### src/rtl/truth_table_scanner_pkg.sv
// Shared types and sizing helpers for the truth-table scanner slice.
// Table width and settle-counter width are derived from the block parameters here.
package tts_pkg;

  typedef enum logic [1:0] {
    IDLE   = 2'd0,
    DRIVE  = 2'd1,
    SAMPLE = 2'd2,
    DONE   = 2'd3
  } state_t;

  function automatic int tts_width(input int n_in);
    return 32'sd1 << n_in;
  endfunction

  function automatic int tts_cnt_width(input int settle);
    return (settle < 32'sd1) ? 32'sd1 : $clog2(settle + 32'sd1);
  endfunction

endpackage

### src/rtl/truth_table_scanner_if.sv
// Control, result and function-under-test signals of the truth-table scanner.
// The scanner attaches through the slave modport; the requester/harness uses master.
interface truth_table_scanner_if
  import tts_pkg::*;
#(
  parameter int N_IN = 3
) ();

  localparam int W = tts_width(N_IN);

  logic            start;
  logic [W-1:0]    expected;
  logic [N_IN-1:0] fn_in;
  logic            fn_out;
  logic            busy;
  logic            done;
  logic [W-1:0]    table_q;
  logic [W-1:0]    mismatch;
  logic            pass;

  modport master (
    output start, expected, fn_out,
    input  fn_in, busy, done, table_q, mismatch, pass
  );

  modport slave (
    input  start, expected, fn_out,
    output fn_in, busy, done, table_q, mismatch, pass
  );

endinterface

### src/rtl/truth_table_scanner_settle_timer.sv
// Loadable count-up timer: counts 0..SETTLE-1 while enabled and flags the last count.
// Loading clears it, so each DRIVE phase starts from zero.
module settle_timer
  import tts_pkg::*;
#(
  parameter int SETTLE = 1
) (
  input  logic clk,
  input  logic reset_n,
  input  logic load,
  input  logic en,
  output logic term
);

  localparam int            CW   = tts_cnt_width(SETTLE);
  localparam logic [CW-1:0] LAST = CW'(SETTLE - 1);

  logic [CW-1:0] cnt_r;

  // settle counter, saturating at the terminal count
  always_ff @(posedge clk or negedge reset_n) begin
    if (!reset_n) begin
      cnt_r <= '0;
    end else if (load) begin
      cnt_r <= '0;
    end else if (en && !term) begin
      cnt_r <= cnt_r + CW'(1);
    end else begin
      cnt_r <= cnt_r;
    end
  end

  assign term = (cnt_r == LAST);

endmodule

### src/rtl/truth_table_scanner.sv
// Sweeps every input code of an external N_IN-input function, samples its output into
// table_q and compares the captured table against the expected table given at start.
module truth_table_scanner
  import tts_pkg::*;
#(
  parameter int N_IN   = 3,
  parameter int SETTLE = 1
) (
  input logic                  clk,
  input logic                  reset_n,
  truth_table_scanner_if.slave bus
);

  localparam int              W        = tts_width(N_IN);
  localparam logic [N_IN-1:0] LAST_IDX = N_IN'(W - 1);

  state_t          state_r, state_s;
  logic [N_IN-1:0] idx_r, idx_s;
  logic [N_IN-1:0] fn_in_r, fn_in_s;
  logic [W-1:0]    exp_r, table_r, mismatch_r;
  logic            pass_r, busy_r, done_r;
  logic            busy_s, done_s, accept_s;
  logic            term_s, timer_load_s, timer_en_s;

  assign accept_s     = (state_r == IDLE) && bus.start;
  assign timer_en_s   = (state_r == DRIVE);
  assign timer_load_s = (state_r != DRIVE);

  settle_timer #(.SETTLE(SETTLE)) u_settle_timer (
    .clk    (clk),
    .reset_n(reset_n),
    .load   (timer_load_s),
    .en     (timer_en_s),
    .term   (term_s)
  );

  // FSM state register
  always_ff @(posedge clk or negedge reset_n) begin
    if (!reset_n) begin
      state_r <= IDLE;
    end else begin
      state_r <= state_s;
    end
  end

  // next state, next index and next values of the registered status outputs
  always_comb begin
    state_s = state_r;
    idx_s   = idx_r;
    case (state_r)
      IDLE: begin
        if (bus.start) begin
          state_s = DRIVE;
          idx_s   = '0;
        end else begin
          state_s = IDLE;
        end
      end
      DRIVE: begin
        if (term_s) begin
          state_s = SAMPLE;
        end else begin
          state_s = DRIVE;
        end
      end
      SAMPLE: begin
        // terminal compare stops the sweep, so idx never wraps
        if (idx_r == LAST_IDX) begin
          state_s = DONE;
        end else begin
          state_s = DRIVE;
          idx_s   = idx_r + N_IN'(1);
        end
      end
      DONE:    state_s = IDLE;
      default: state_s = IDLE;
    endcase
    fn_in_s = ((state_s == DRIVE) || (state_s == SAMPLE)) ? idx_s : '0;
    busy_s  = (state_s != IDLE);
    done_s  = (state_s == DONE);
  end

  // index, table capture, comparison results and registered outputs
  always_ff @(posedge clk or negedge reset_n) begin
    if (!reset_n) begin
      idx_r      <= '0;
      fn_in_r    <= '0;
      busy_r     <= 1'b0;
      done_r     <= 1'b0;
      exp_r      <= '0;
      table_r    <= '0;
      mismatch_r <= '0;
      pass_r     <= 1'b0;
    end else begin
      idx_r   <= idx_s;
      fn_in_r <= fn_in_s;
      busy_r  <= busy_s;
      done_r  <= done_s;
      if (accept_s) begin
        exp_r      <= bus.expected;
        table_r    <= '0;
        mismatch_r <= '0;
        pass_r     <= 1'b0;
      end else if (state_r == SAMPLE) begin
        table_r[idx_r] <= bus.fn_out;
      end else if (state_r == DONE) begin
        mismatch_r <= table_r ^ exp_r;
        pass_r     <= (table_r == exp_r);
      end
    end
  end

  assign bus.fn_in    = fn_in_r;
  assign bus.busy     = busy_r;
  assign bus.done     = done_r;
  assign bus.table_q  = table_r;
  assign bus.mismatch = mismatch_r;
  assign bus.pass     = pass_r;

endmodule
### src/flat_wrapper.sv
// flat-port wrapper written by rule: the top's interface ports become plain ports
module truth_table_scanner_flat import tts_pkg::*;
#(
  parameter int N_IN   = 3,
  parameter int SETTLE = 1
)
  (clk, reset_n, bus_start, bus_expected, bus_fn_out, bus_fn_in, bus_busy, bus_done, bus_table_q, bus_mismatch, bus_pass);
  truth_table_scanner_if #(.N_IN(N_IN)) bus_i ();
  input logic clk;
  input logic reset_n;
  input wire logic [$bits(bus_i.start)-1:0] bus_start;
  input wire logic [$bits(bus_i.expected)-1:0] bus_expected;
  input wire logic [$bits(bus_i.fn_out)-1:0] bus_fn_out;
  output wire logic [$bits(bus_i.fn_in)-1:0] bus_fn_in;
  output wire logic [$bits(bus_i.busy)-1:0] bus_busy;
  output wire logic [$bits(bus_i.done)-1:0] bus_done;
  output wire logic [$bits(bus_i.table_q)-1:0] bus_table_q;
  output wire logic [$bits(bus_i.mismatch)-1:0] bus_mismatch;
  output wire logic [$bits(bus_i.pass)-1:0] bus_pass;
  assign bus_i.start = bus_start;
  assign bus_i.expected = bus_expected;
  assign bus_i.fn_out = bus_fn_out;
  assign bus_fn_in = bus_i.fn_in;
  assign bus_busy = bus_i.busy;
  assign bus_done = bus_i.done;
  assign bus_table_q = bus_i.table_q;
  assign bus_mismatch = bus_i.mismatch;
  assign bus_pass = bus_i.pass;
  truth_table_scanner #(.N_IN(N_IN), .SETTLE(SETTLE)) u_core (.clk(clk), .reset_n(reset_n), .bus(bus_i));
endmodule
### config.mk
export PLATFORM = sky130hd
export DESIGN_NAME = truth_table_scanner_flat
export DESIGN_NICKNAME = d
export VERILOG_FILES = /design/src/rtl/truth_table_scanner_pkg.sv /design/src/rtl/truth_table_scanner_if.sv /design/src/rtl/truth_table_scanner_settle_timer.sv /design/src/rtl/truth_table_scanner.sv /design/src/flat_wrapper.sv
export SDC_FILE = /design/constraint.sdc
export NUM_CORES = 1
export LEC_CHECK = 0
export ABC_AREA = 1
export BUFFER_PORTS_ARGS = -buffer_cell sky130_fd_sc_hd__buf_2
export CAP_MARGIN = 15
export CORE_MARGIN = 2
export CORE_UTILIZATION = 54
export DETAILED_ROUTE_END_ITERATION = 12
export HOLD_SLACK_MARGIN = 0.06
export PLACE_DENSITY = 0.82
export SYNTH_ARGS = -nofsm -noshare
export SYNTH_HDL_FRONTEND = slang
export SYNTH_SLANG_ARGS = --single-unit
### constraint.sdc
create_clock -name clk -period 1.7 [get_ports clk]
set_clock_uncertainty 0.05 [all_clocks]
set_input_delay 0.255 -clock clk [delete_from_list [all_inputs] [get_ports clk]]
set_output_delay 0.255 -clock clk [all_outputs]
set_load 0.01 [all_outputs]
==> summary.md <==
| Metric | Value |
|---|---|
| Status | `completed` |
| RSZ-0062 raised after global routing | `false` |
| Worst Path Max Fanout | `3` |
| DR iter-0 viols | `49` |
| Die area | `3599 um^2` |
| Core area | `3028 um^2` |
| Maxcap violations | `0` |
| Fin. Hold Viols | `0` |
| Worst setup EP type | `register` |
| R2R Path End | `u_core.bus.fn_in[2]$_DFF_PN0_` |
| Final setup viols | `0` |
| Post-Synthesis Cells | `203` |
| Synth Area per Inst | `8.339 um^2` |
| Final WS setup | `108.3 ps` |
| Top cell type's share of synthesized area | `0.5322` |
| Port bufs | `33` |
| CTS Sinks | `36` |
| Mapped cell area | `1693 um^2` |
| Dpl cells | `281` |
| H-tree depth | `2` |
| Clock Latency Late Sink | `330 ps` |
| CTS Buf Count | `5` |
| Most common cell after layout, fill and taps aside | `nand2_1` |
| Worst Reg-to-Reg Cells | `7` |
| Remaining antenna violation count | `0` |
| Synth Net Count | `218` |
| CTS tree | `built` |
| Crit path DAT | `1750 ps` |
| Total GRT Usage | `0.1880` |
| Filler Cell Count | `256` |
| GP Congestion | `0.8414` |
| Worst Path Required | `1860 ps` |
| # rows | `20` |
| Post-synthesis cell type count | `23` |
| Largest cells by area after synthesis | `dfrtp_1 (53%), nand2_1 (14%), inv_1 (7.1%), o21ai_0 (6.5%), nor2_1 (2.4%)` |
| GRT overflow | `0` |
| Die Wd | `59.99 um` |
| DRC errors left | `0` |
| DR vias | `1359` |
| Hold Crit Class | `input port to register` |
| WL per Instance | `10.46 um` |
| Layout cell share with drive strength beyond 1 | `0.2398` |
| Final Non-Filler Cells | `290` |
| Worst vdd ir | `0.0008662 V` |
| First-pass GRT wire length | `4954 um` |
| Starting Density | `0.5591` |
| Final min period | `1592 ps` |
| Die Ht | `59.99 um` |
| Ports | `34` |
| Drt via density | `4.686` |
| Static Leak | `0.001159 uW` |
| Clk buf depth | `2` |
| Power, Total | `2940 uW` |
| Most frequent cells in the layout | `nand2_1 (65), dfrtp_1 (36), buf_2 (33), inv_1 (32), o21ai_0 (22)` |
| Sequential area share after synthesis | `0.5322` |
| Reg2reg start | `u_core.state_r[1]$_DFF_PN0_` |
| Pre-CTS WS | `107.5 ps` |
| Total Wirelength | `3032 um` |
| Nets | `261` |
| End-of-flow core utilization | `0.6661` |
| Fmax | `628.3 MHz` |
| Worst Setup EP | `u_core.bus.fn_in[2]$_DFF_PN0_` |
| Final TNS setup | `0 ps` |
| Area grow syn2layout | `19.14%` |
| DP HPWL | `2314 um` |
| Largest area contributor in the netlist | `dfrtp_1` |
| Seq cells post-synth | `36` |
| Final Max Tran Viols | `0` |
| Vias in the first global route | `1219` |
| Reg-to-reg slack, setup | `110 ps` |
| Clk slew on worst S/H paths | `100 ps` |
| 1st-pass router iterations | `4` |
| Initial antenna violation count | `0` |
| Power per cell area | `1458 nW/um^2` |
| Largest net degree at the start of global routing | `26` |
| Antenna cell count | `0` |
| Root Buffer | `clkbuf_4` |
| Beginning of the critical path | `u_core.state_r[1]$_DFF_PN0_` |
| Crit start category | `register` |
| Setup CP Type | `register to register` |
| Yosys warns | `0` |
| Final period util | `0.9363` |
report_power, final:
group / leakage [uW] / internal (uW) / switching, uW
combinational: 0.000647 / 418 / 733
sequential: 0.000475 / 1140 / 160
clock: 0.0000374 / 234 / 258
logic make-up after synthesis:
logic type      count (synthesis)  synth area share
flops                          36            0.5321
other cells                     1          0.002215
simple gates                   86            0.2180
fa+ha+maj                       3           0.02218
compound gates                 36            0.1175
xor+xnor                        1          0.005175
buf+inv                        40            0.1027
what timing repair did:
action | in CTS | in global routing
gates resized for setup | 0 | 1
setup endpoints to repair | 0 | 1
setup buffers | 0 | 0
hold buffers | 2 | 0
hold endpoints to repair | 19 | 0
sequential cells by signal, indices dropped and copies added, names as in the netlist:
| name | count |
|---|---|
| u_core.exp_r | 8 |
| u_core.state_r | 2 |
| u_core.bus.pass | 1 |
| u_core.bus.busy | 1 |
| u_core.bus.done | 1 |
| u_core.bus.mismatch | 8 |
| u_core.bus.table_q | 8 |
| u_core.u_settle_timer.cnt_r | 1 |
| u_core.idx_r | 3 |
| u_core.bus.fn_in | 3 |
cells in the mapped netlist:
| cell type | instances |
|---|---|
| a21oi_1 | 4 |
| buf_6 | 1 |
| buf_8 | 1 |
| clkbuf_1 | 1 |
| conb_1 | 1 |
| dfrtp_1 | 36 |
| ha_1 | 3 |
| inv_1 | 32 |
| inv_2 | 4 |
| inv_6 | 1 |
| nand2_1 | 65 |
| nand2_2 | 1 |
| nand3_1 | 4 |
| nand3_4 | 1 |
| nand4_1 | 1 |
| nor2_1 | 11 |
| nor2_4 | 3 |
| o211ai_1 | 1 |
| o21ai_0 | 22 |
| o21ai_1 | 4 |
| o21ai_2 | 4 |
| o22ai_1 | 1 |
| xor2_1 | 1 |
metal layers:
metal | GRT usage | share of wire
met5 | 0 | 0
met4 | 0.06667 | 0.023
met3 | 0.06061 | 0.051
met2 | 0.3137 | 0.46
met1 | 0.2277 | 0.46
through the flow:
| step | area, um^2 | hold slack, ps |
|---|---|---|
| after detailed placement | 1926 | 173.3 |
| after CTS | 2011 | 64.37 |
| after global placement | 1926 | 166.4 |
| after floorplan | 1693 | -90.59 |
| after global routing | 2017 | 71.85 |
| final | 2017 | 71.23 |
critical path, cell delays in order, from the launching register on:
cell and delay (ps):
dfrtp_1 410, inv_2 110, nand2_1 100, o211ai_1 280
inv_1 90, ha_1 300, inv_1 90, a21oi_1 50
cell type report:
class | instances | area (um^2) | share of cell area
clock buffers | 7 | 65.06 | 0.03226
repair buffers | 39 | 227.7 | 0.1129
inverters | 37 | 143.9 | 0.07134
multi-input cells | 127 | 624.3 | 0.3096
flip-flops and latches | 36 | 900.9 | 0.4467
well taps | 44 | 55.05 | 0.02730
how the worst min path moves through the flow:
stage | endpoint | start | cells past startpoint | slack (ps)
5_1_grt | u_core.exp_r[5]$_DFFE_PN0P_ | bus_expected[5] | 3 | 70
4_1_cts | u_core.exp_r[0]$_DFFE_PN0P_ | bus_expected[0] | 3 | 60
6_report | u_core.exp_r[0]$_DFFE_PN0P_ | bus_expected[0] | 3 | 70
2_1_floorplan | u_core.bus.busy$_DFF_PN0_ | reset_n | 0 | -90
3_3_place_gp | u_core.exp_r[0]$_DFFE_PN0P_ | reset_n | 1 | 170
3_5_place_dp | u_core.exp_r[0]$_DFFE_PN0P_ | reset_n | 1 | 170
Note: power is estimated with default switching activity, not from simulation.
